<file path="config.mk">
export PLATFORM = sky130hd
export DESIGN_NAME = motor_share_sched_flat
export DESIGN_NICKNAME = d
export VERILOG_FILES = /design/src/rtl/motor_share_sched_pkg.sv /design/src/rtl/motor_share_sched_if.sv /design/src/rtl/motor_dly_timer.sv /design/src/rtl/motor_share_sched.sv /design/src/flat_wrapper.sv
export SDC_FILE = /design/constraint.sdc
export NUM_CORES = 1
export LEC_CHECK = 0
export ABC_CLOCK_PERIOD_IN_PS = 6400
export BUFFER_PORTS_ARGS = -buffer_cell sky130_fd_sc_hd__buf_2
export CAP_MARGIN = 25
export CORE_MARGIN = 2
export CORE_UTILIZATION = 45
export DETAILED_ROUTE_END_ITERATION = 10
export GPL_TIMING_DRIVEN = 0
export MAX_ROUTING_LAYER = met4
export PLACE_DENSITY = 0.65
export SYNTH_ARGS = -nofsm -noshare
export SYNTH_HDL_FRONTEND = slang
export SYNTH_SLANG_ARGS = --single-unit
export TNS_END_PERCENT = 100
</file>
<file path="constraint.sdc">
create_clock -name clk -period 6.4 [get_ports clk]
set_clock_uncertainty 0.1 [all_clocks]
set_input_delay 0.64 -clock clk [delete_from_list [all_inputs] [get_ports clk]]
set_output_delay 0.64 -clock clk [all_outputs]
set_load 0.005 [all_outputs]
</file>
<file path="src/rtl/motor_share_sched_pkg.sv">
// Shared types and defaults for the motor-share scheduler. The state encoding
// is the one the existing motor FSM also uses.
package motor_share_sched_pkg;

    localparam int N_DEF  = 4;
    localparam int DW_DEF = 16;

    typedef enum logic [1:0] {
        ST_IDLE = 2'd0,
        ST_RUN  = 2'd1,
        ST_HOLD = 2'd2,
        ST_DONE = 2'd3
    } state_t;

endpackage

</file>
<file path="src/rtl/motor_share_sched_if.sv">
// Request/length inputs and motor/indicator outputs of the motor-share scheduler.
// master = request logic side, slave = scheduler side.
interface motor_share_sched_if #(
    parameter int N  = 4,
    parameter int DW = 16
);
    logic [N-1:0]  req;
    logic [DW-1:0] run_len;
    logic [DW-1:0] hold_len;
    logic          abort;
    logic [N-1:0]  grant;
    logic          signal_main_motor;
    logic [N-1:0]  signal_motor;
    logic          done;
    logic          green_led;
    logic          red_led;

    modport master (
        output req, run_len, hold_len, abort,
        input  grant, signal_main_motor, signal_motor, done, green_led, red_led
    );

    modport slave (
        input  req, run_len, hold_len, abort,
        output grant, signal_main_motor, signal_motor, done, green_led, red_led
    );
endinterface

</file>
<file path="src/rtl/motor_dly_timer.sv">
// Load/decrement delay counter; a load of len yields max(len,1) cycles until zero.
// zero is a flag on the current count; load has priority over dec.
module motor_dly_timer #(
    parameter int DW = 16
) (
    input  logic          clk,
    input  logic          rst_n,
    input  logic          load,
    input  logic          dec,
    input  logic [DW-1:0] len,
    output logic          zero
);
    logic [DW-1:0] count_q;

    always_ff @(posedge clk or negedge rst_n) begin
        if (!rst_n) begin
            count_q <= '0;
        end else if (load) begin
            count_q <= (len == '0) ? '0 : len - DW'(1);
        end else if (dec && (count_q != '0)) begin
            count_q <= count_q - DW'(1);
        end
    end

    assign zero = (count_q == '0);
endmodule

</file>
<file path="src/rtl/motor_share_sched.sv">
// Round-robin owner of the shared main motor: RUN (main+selected), HOLD (selected), DONE pulse.
// Early stop on abort is built only when MOTOR_SHARE_SCHED_ABORT_EN is defined.
module motor_share_sched
    import motor_share_sched_pkg::*;
#(
    parameter int N  = N_DEF,
    parameter int DW = DW_DEF
) (
    input  logic               clk,
    input  logic               rst_n,
    motor_share_sched_if.slave bus
);
    localparam int IW = (N > 1) ? $clog2(N) : 1;

    state_t        state_q, state_d;
    logic [IW-1:0] ptr_q, win_q, pick;
    logic [DW-1:0] hold_q, tmr_len;
    logic          tmr_load, tmr_dec, tmr_zero, abort_hit;
    logic [N-1:0]  grant_q;
    logic          main_q, done_q, busy_q;

    // First requester at or after the pointer, wrapping; scanning downwards
    // lets the smallest offset overwrite the result last.
    function automatic logic [IW-1:0] rr_pick(input logic [N-1:0] r, input logic [IW-1:0] p);
        logic [IW-1:0] res;
        logic [IW-1:0] k;
        res = p;
        for (int i = N - 1; i >= 0; i--) begin
            k = IW'((int'(p) + i) % N);
            if (r[k]) res = k;
        end
        return res;
    endfunction

    assign pick = rr_pick(bus.req, ptr_q);

`ifdef MOTOR_SHARE_SCHED_ABORT_EN
    assign abort_hit = bus.abort;
`else
    logic unused_abort;
    assign abort_hit    = 1'b0;
    assign unused_abort = bus.abort;
`endif

    always_comb begin
        state_d  = state_q;
        tmr_load = 1'b0;
        tmr_dec  = 1'b0;
        tmr_len  = bus.run_len;
        case (state_q)
            ST_IDLE: begin
                if (|bus.req) begin
                    state_d  = ST_RUN;
                    tmr_load = 1'b1;
                end
            end
            ST_RUN: begin
                if (tmr_zero || abort_hit) begin
                    state_d  = ST_HOLD;
                    tmr_load = 1'b1;
                    tmr_len  = hold_q;
                end else begin
                    tmr_dec = 1'b1;
                end
            end
            ST_HOLD: begin
                if (tmr_zero) state_d = ST_DONE;
                else          tmr_dec = 1'b1;
            end
            ST_DONE: state_d = ST_IDLE;
            default: state_d = ST_IDLE;
        endcase
    end

    always_ff @(posedge clk or negedge rst_n) begin
        if (!rst_n) state_q <= ST_IDLE;
        else        state_q <= state_d;
    end

    // Output registers follow the transitions chosen above.
    always_ff @(posedge clk or negedge rst_n) begin
        if (!rst_n) begin
            ptr_q   <= '0;
            win_q   <= '0;
            hold_q  <= '0;
            grant_q <= '0;
            main_q  <= 1'b0;
            done_q  <= 1'b0;
            busy_q  <= 1'b0;
        end else begin
            busy_q <= (state_d != ST_IDLE);
            done_q <= (state_q == ST_HOLD) && (state_d == ST_DONE);
            case (state_q)
                ST_IDLE: begin
                    if (state_d == ST_RUN) begin
                        win_q   <= pick;
                        hold_q  <= bus.hold_len;
                        grant_q <= N'(1) << pick;
                        main_q  <= 1'b1;
                    end
                end
                ST_RUN: begin
                    if (state_d == ST_HOLD) main_q <= 1'b0;
                end
                ST_HOLD: begin
                    if (state_d == ST_DONE) begin
                        grant_q <= '0;
                        ptr_q   <= (win_q == IW'(N - 1)) ? '0 : win_q + IW'(1);
                    end
                end
                default: ;
            endcase
        end
    end

    motor_dly_timer #(.DW(DW)) u_timer (
        .clk  (clk),
        .rst_n(rst_n),
        .load (tmr_load),
        .dec  (tmr_dec),
        .len  (tmr_len),
        .zero (tmr_zero)
    );

    assign bus.grant             = grant_q;
    assign bus.signal_motor      = grant_q;
    assign bus.signal_main_motor = main_q;
    assign bus.done              = done_q;
    assign bus.green_led         = busy_q;
    assign bus.red_led           = ~busy_q;
endmodule
</file>
<file path="src/flat_wrapper.sv">
// flat-port wrapper written by rule: the top's interface ports become plain ports
module motor_share_sched_flat import motor_share_sched_pkg::*;
#(
    parameter int N  = N_DEF,
    parameter int DW = DW_DEF
)
  (clk, rst_n, bus_req, bus_run_len, bus_hold_len, bus_abort, bus_grant, bus_signal_main_motor, bus_signal_motor, bus_done, bus_green_led, bus_red_led);
  motor_share_sched_if #(.N(N), .DW(DW)) bus_i ();
  input  logic clk;
  input  logic rst_n;
  input wire logic [$bits(bus_i.req)-1:0] bus_req;
  input wire logic [$bits(bus_i.run_len)-1:0] bus_run_len;
  input wire logic [$bits(bus_i.hold_len)-1:0] bus_hold_len;
  input wire logic [$bits(bus_i.abort)-1:0] bus_abort;
  output wire logic [$bits(bus_i.grant)-1:0] bus_grant;
  output wire logic [$bits(bus_i.signal_main_motor)-1:0] bus_signal_main_motor;
  output wire logic [$bits(bus_i.signal_motor)-1:0] bus_signal_motor;
  output wire logic [$bits(bus_i.done)-1:0] bus_done;
  output wire logic [$bits(bus_i.green_led)-1:0] bus_green_led;
  output wire logic [$bits(bus_i.red_led)-1:0] bus_red_led;
  assign bus_i.req = bus_req;
  assign bus_i.run_len = bus_run_len;
  assign bus_i.hold_len = bus_hold_len;
  assign bus_i.abort = bus_abort;
  assign bus_grant = bus_i.grant;
  assign bus_signal_main_motor = bus_i.signal_main_motor;
  assign bus_signal_motor = bus_i.signal_motor;
  assign bus_done = bus_i.done;
  assign bus_green_led = bus_i.green_led;
  assign bus_red_led = bus_i.red_led;
  motor_share_sched #(.N(N), .DW(DW)) u_core (.clk(clk), .rst_n(rst_n), .bus(bus_i));
endmodule
</file>
==> results.yml <==
status:
  status: "finished, final reports clean"
detailed_routing:
  avgViaCountPerCell: 5.44
  drt-initial-drc-count: 158
  drcViolationCount: 0
  drt_first_pass_iters: 4
  vias: 2832
  antenna_left: 0
  drt_wl_total_um: 7720
  drt-wirelength-per-cell_um: 14.8
clock_network:
  htree_levels: 2
  cts_tree: "done"
  clk_pin_slew_ns: 0.09
  cts_resized: 0
  postCtsSetupBuffers: 0
  numClockSinks: 45
  cts.hold.buffers_added: 0
  cts_buffer_depth: 2
  clock_network_latency_to_the_later_pin_of_the_worst_skew_pair_ns: 0.30
  clock_tree.root_cell: "sky130_fd_sc_hd__clkbuf_8"
  cts_buffers: 5
min_path:
  worst_hold_path_type: "in -> async"
place:
  post-place-ws_ns: 2.20
  finalWeightedCongestion: 0.899
  post-dp-hpwl_um: 6000
  post_dp_cell_area_um2: 3570
  placement.io_buffers: 49
yosys:
  synth_edf_count: 0
  syn-instance-count: 368
  netlist.top_cell.by_area: "sky130_fd_sc_hd__dfrtp_1"
  post_synth.cell_area_avg_um2: 8.71
  yosys_warnings: 0
  syn-num-nets: 414
  synthTopCellsByCount: "sky130_fd_sc_hd__dfrtp_1 (45), sky130_fd_sc_hd__nor2_1 (39), sky130_fd_sc_hd__nand2_1 (37)"
  postSynth.asyncResetShare_pct: 100
  synth.lib_cells_used.distinct: 62
  netlist_top_cells_area: "sky130_fd_sc_hd__dfrtp_1 (35%), sky130_fd_sc_hd__mux2_2 (6.0%), sky130_fd_sc_hd__nor2_1 (4.6%)"
  seq_area_frac_synth_pct: 35.1
  ys_ff_latch: 45
  yosys.cell_count.top_type: "sky130_fd_sc_hd__dfrtp_1"
  synth_area_um2: 3210
  netlist.area_leader.share_pct: 35.1
  postSynth.topFlopCell: "sky130_fd_sc_hd__dfrtp_1"
power:
  vdd_drop_max_v: 0.000196
  power.density_nw_per_um2: 389
  total_power_mw: 1.43
  power_leakage_nw: 1.59
sta:
  finalMaxSlewViolations: 0
  timing.setup.tns_ns: 0
  max_slew.worst_pin.slew_ns: 0.887
  highest_attainable_clock_frequency_mhz: 236
  finalCritPeriodShare_pct: 66.3
  hold_violations: 0
  setup_viol: 0
  final.setup.worst_slack_ns: 2.16
  rsz0062_at_grt: "no"
  period_needed_ns: 4.24
  max_slew_margin_pct: 40.3
die:
  die-height_um: 88.4
  placeableCoreArea_um2: 6830
  ioPinCount: 51
  num_rows: 30
  initial_utilization_pct: 46.9
  die-width_um: 88.4
  die_area_um2: 7810
setup_path:
  critical_path.endpoint_type: "flop"
  crit_fanout: 10
  critical_path.startpoint: "u_core.u_timer.count_q[6]$_DFFE_PN0P_"
  criticalPathCategory: "reg -> reg"
  reg2reg_from: "u_core.u_timer.count_q[6]$_DFFE_PN0P_"
  crit_path_start_kind: "flop"
  worst-endpoint-required_ns: 6.50
  critical_path_arrival_ns: 4.34
flow_run:
  cap_viol_max_count: 0
layout:
  fin_nets: 471
  layout.core_utilization_pct: 53.9
  post_route_cells_drive_above_1_share_pct: 23.8
  insertedDiodeCount: 0
  layout-area-overhead-vs-synth_pct: 14.9
  final_cell_area_um2: 3680
global_route:
  grt_use_total_pct: 22.1
  grt_max_degree: 46
  via_count_of_the_first_global_routing_pass: 2745
  overflow_left_after_global_routing: 0
  grt_antenna_before_repair: 0
  grt_first_pass_wirelength_um: 13100
-- logic make-up after synthesis --
family	count (synthesis)	synth area share (%)
and+or+nand+nor	163	27.6
adders and majority gates	7	2.73
DFF	45	35.1
xor gates and xnor gates	24	6.56
buffers and inverters	29	4.53
AOI/OAI and AO/OA	79	16.1
muxes	21	7.38
-- state kept, by name (all words and copies together) (netlist names), 2 cells and up --
| signal | cells |
|---|---|
| u_core.hold_q | 16 |
| u_core.u_timer.count_q | 16 |
| u_core.bus.grant | 4 |
| u_core.ptr_q | 2 |
| u_core.state_q | 2 |
| u_core.win_q | 2 |
-- metrics by stage --
step / instances / hold WS, ns
floorplan: 368 / 0.244
global placement: 513 / 0.389
detailed placement: 513 / 0.401
CTS: 520 / 0.420
global route: 521 / 0.256
finish: 521 / 0.214
-- worst max-delay path: stages, from the launching register on --
cell and delay, ns:
sky130_fd_sc_hd__dfrtp_1 0.42, sky130_fd_sc_hd__or4_4 0.58, sky130_fd_sc_hd__nor3_1 0.19, sky130_fd_sc_hd__nand4_1 0.22, sky130_fd_sc_hd__buf_2 0.27, sky130_fd_sc_hd__mux2i_1 0.26, sky130_fd_sc_hd__ha_1 0.19, sky130_fd_sc_hd__buf_2 0.17
sky130_fd_sc_hd__nor4b_1 0.58, sky130_fd_sc_hd__and4_1 0.31, sky130_fd_sc_hd__nand2b_1 0.10, sky130_fd_sc_hd__buf_2 0.19, sky130_fd_sc_hd__nor3_1 0.07, sky130_fd_sc_hd__a31oi_1 0.24, sky130_fd_sc_hd__o21ai_0 0.13, sky130_fd_sc_hd__o21a_1 0.12
-- final cells by class --
| type | count | area [um^2] |
|---|---|---|
| Timing Repair Buffer | 50 | 273 |
| Inverter | 12 | 45.0 |
| Fill cell | 697 | 3150 |
| Multi-Input combinational cell | 294 | 1930 |
| Tap cell | 96 | 120 |
| Clock buffer | 7 | 86.3 |
| Buffer | 17 | 100 |
| Sequential cell | 45 | 1130 |
-- cell usage in the layout, fill, tap and decap left out, drive strengths merged, types with 4 or more instances in the layout --
cell type and instances:
o21ai 24, nor3 28, o21a 8, clkbuf 10, xor2 10, nand2b 4, a211oi 5, a21oi 14
mux2 18, nand3 11, ha 7, buf 64, nand2 38, xnor2 14, nor3b 6, nand4 5
o22ai 4, nor2 40, a31oi 6, inv 12, dfrtp 45, nor4 8, or4 5
-- worst paths after layout --
path	cells after the start	endpoint	slack (ns)
max in group asynchronous	2	u_core.hold_q[13]$_DFFE_PN0P_	5.47
hold / removal	1	u_core.bus.green_led$_DFF_PN0_	0.21
min in group clk	2	u_core.bus.grant[3]$_DFFE_PN0P_	0.42
setup / recovery	15	u_core.u_timer.count_q[3]$_DFFE_PN0P_	2.16
hold reg to reg	2	u_core.bus.grant[3]$_DFFE_PN0P_	0.42
setup reg to reg	15	u_core.u_timer.count_q[3]$_DFFE_PN0P_	2.16
-- power breakdown --
group          internal, mW  total, mW  switching (mW)  leakage [nW]
Sequential            0.406      0.556           0.150         0.553
Combinational         0.327      0.693           0.366         0.991
Clock                0.0859      0.183          0.0975        0.0443
-- metal layers --
metal | track usage, % | share of wire (%)
met4 | 6.20 | 0.87
met1 | 29.8 | 48
met3 | 3.54 | 3.7
met5 | - | 0
met2 | 34.6 | 47
Note: power is estimated with default switching activity, not from simulation.
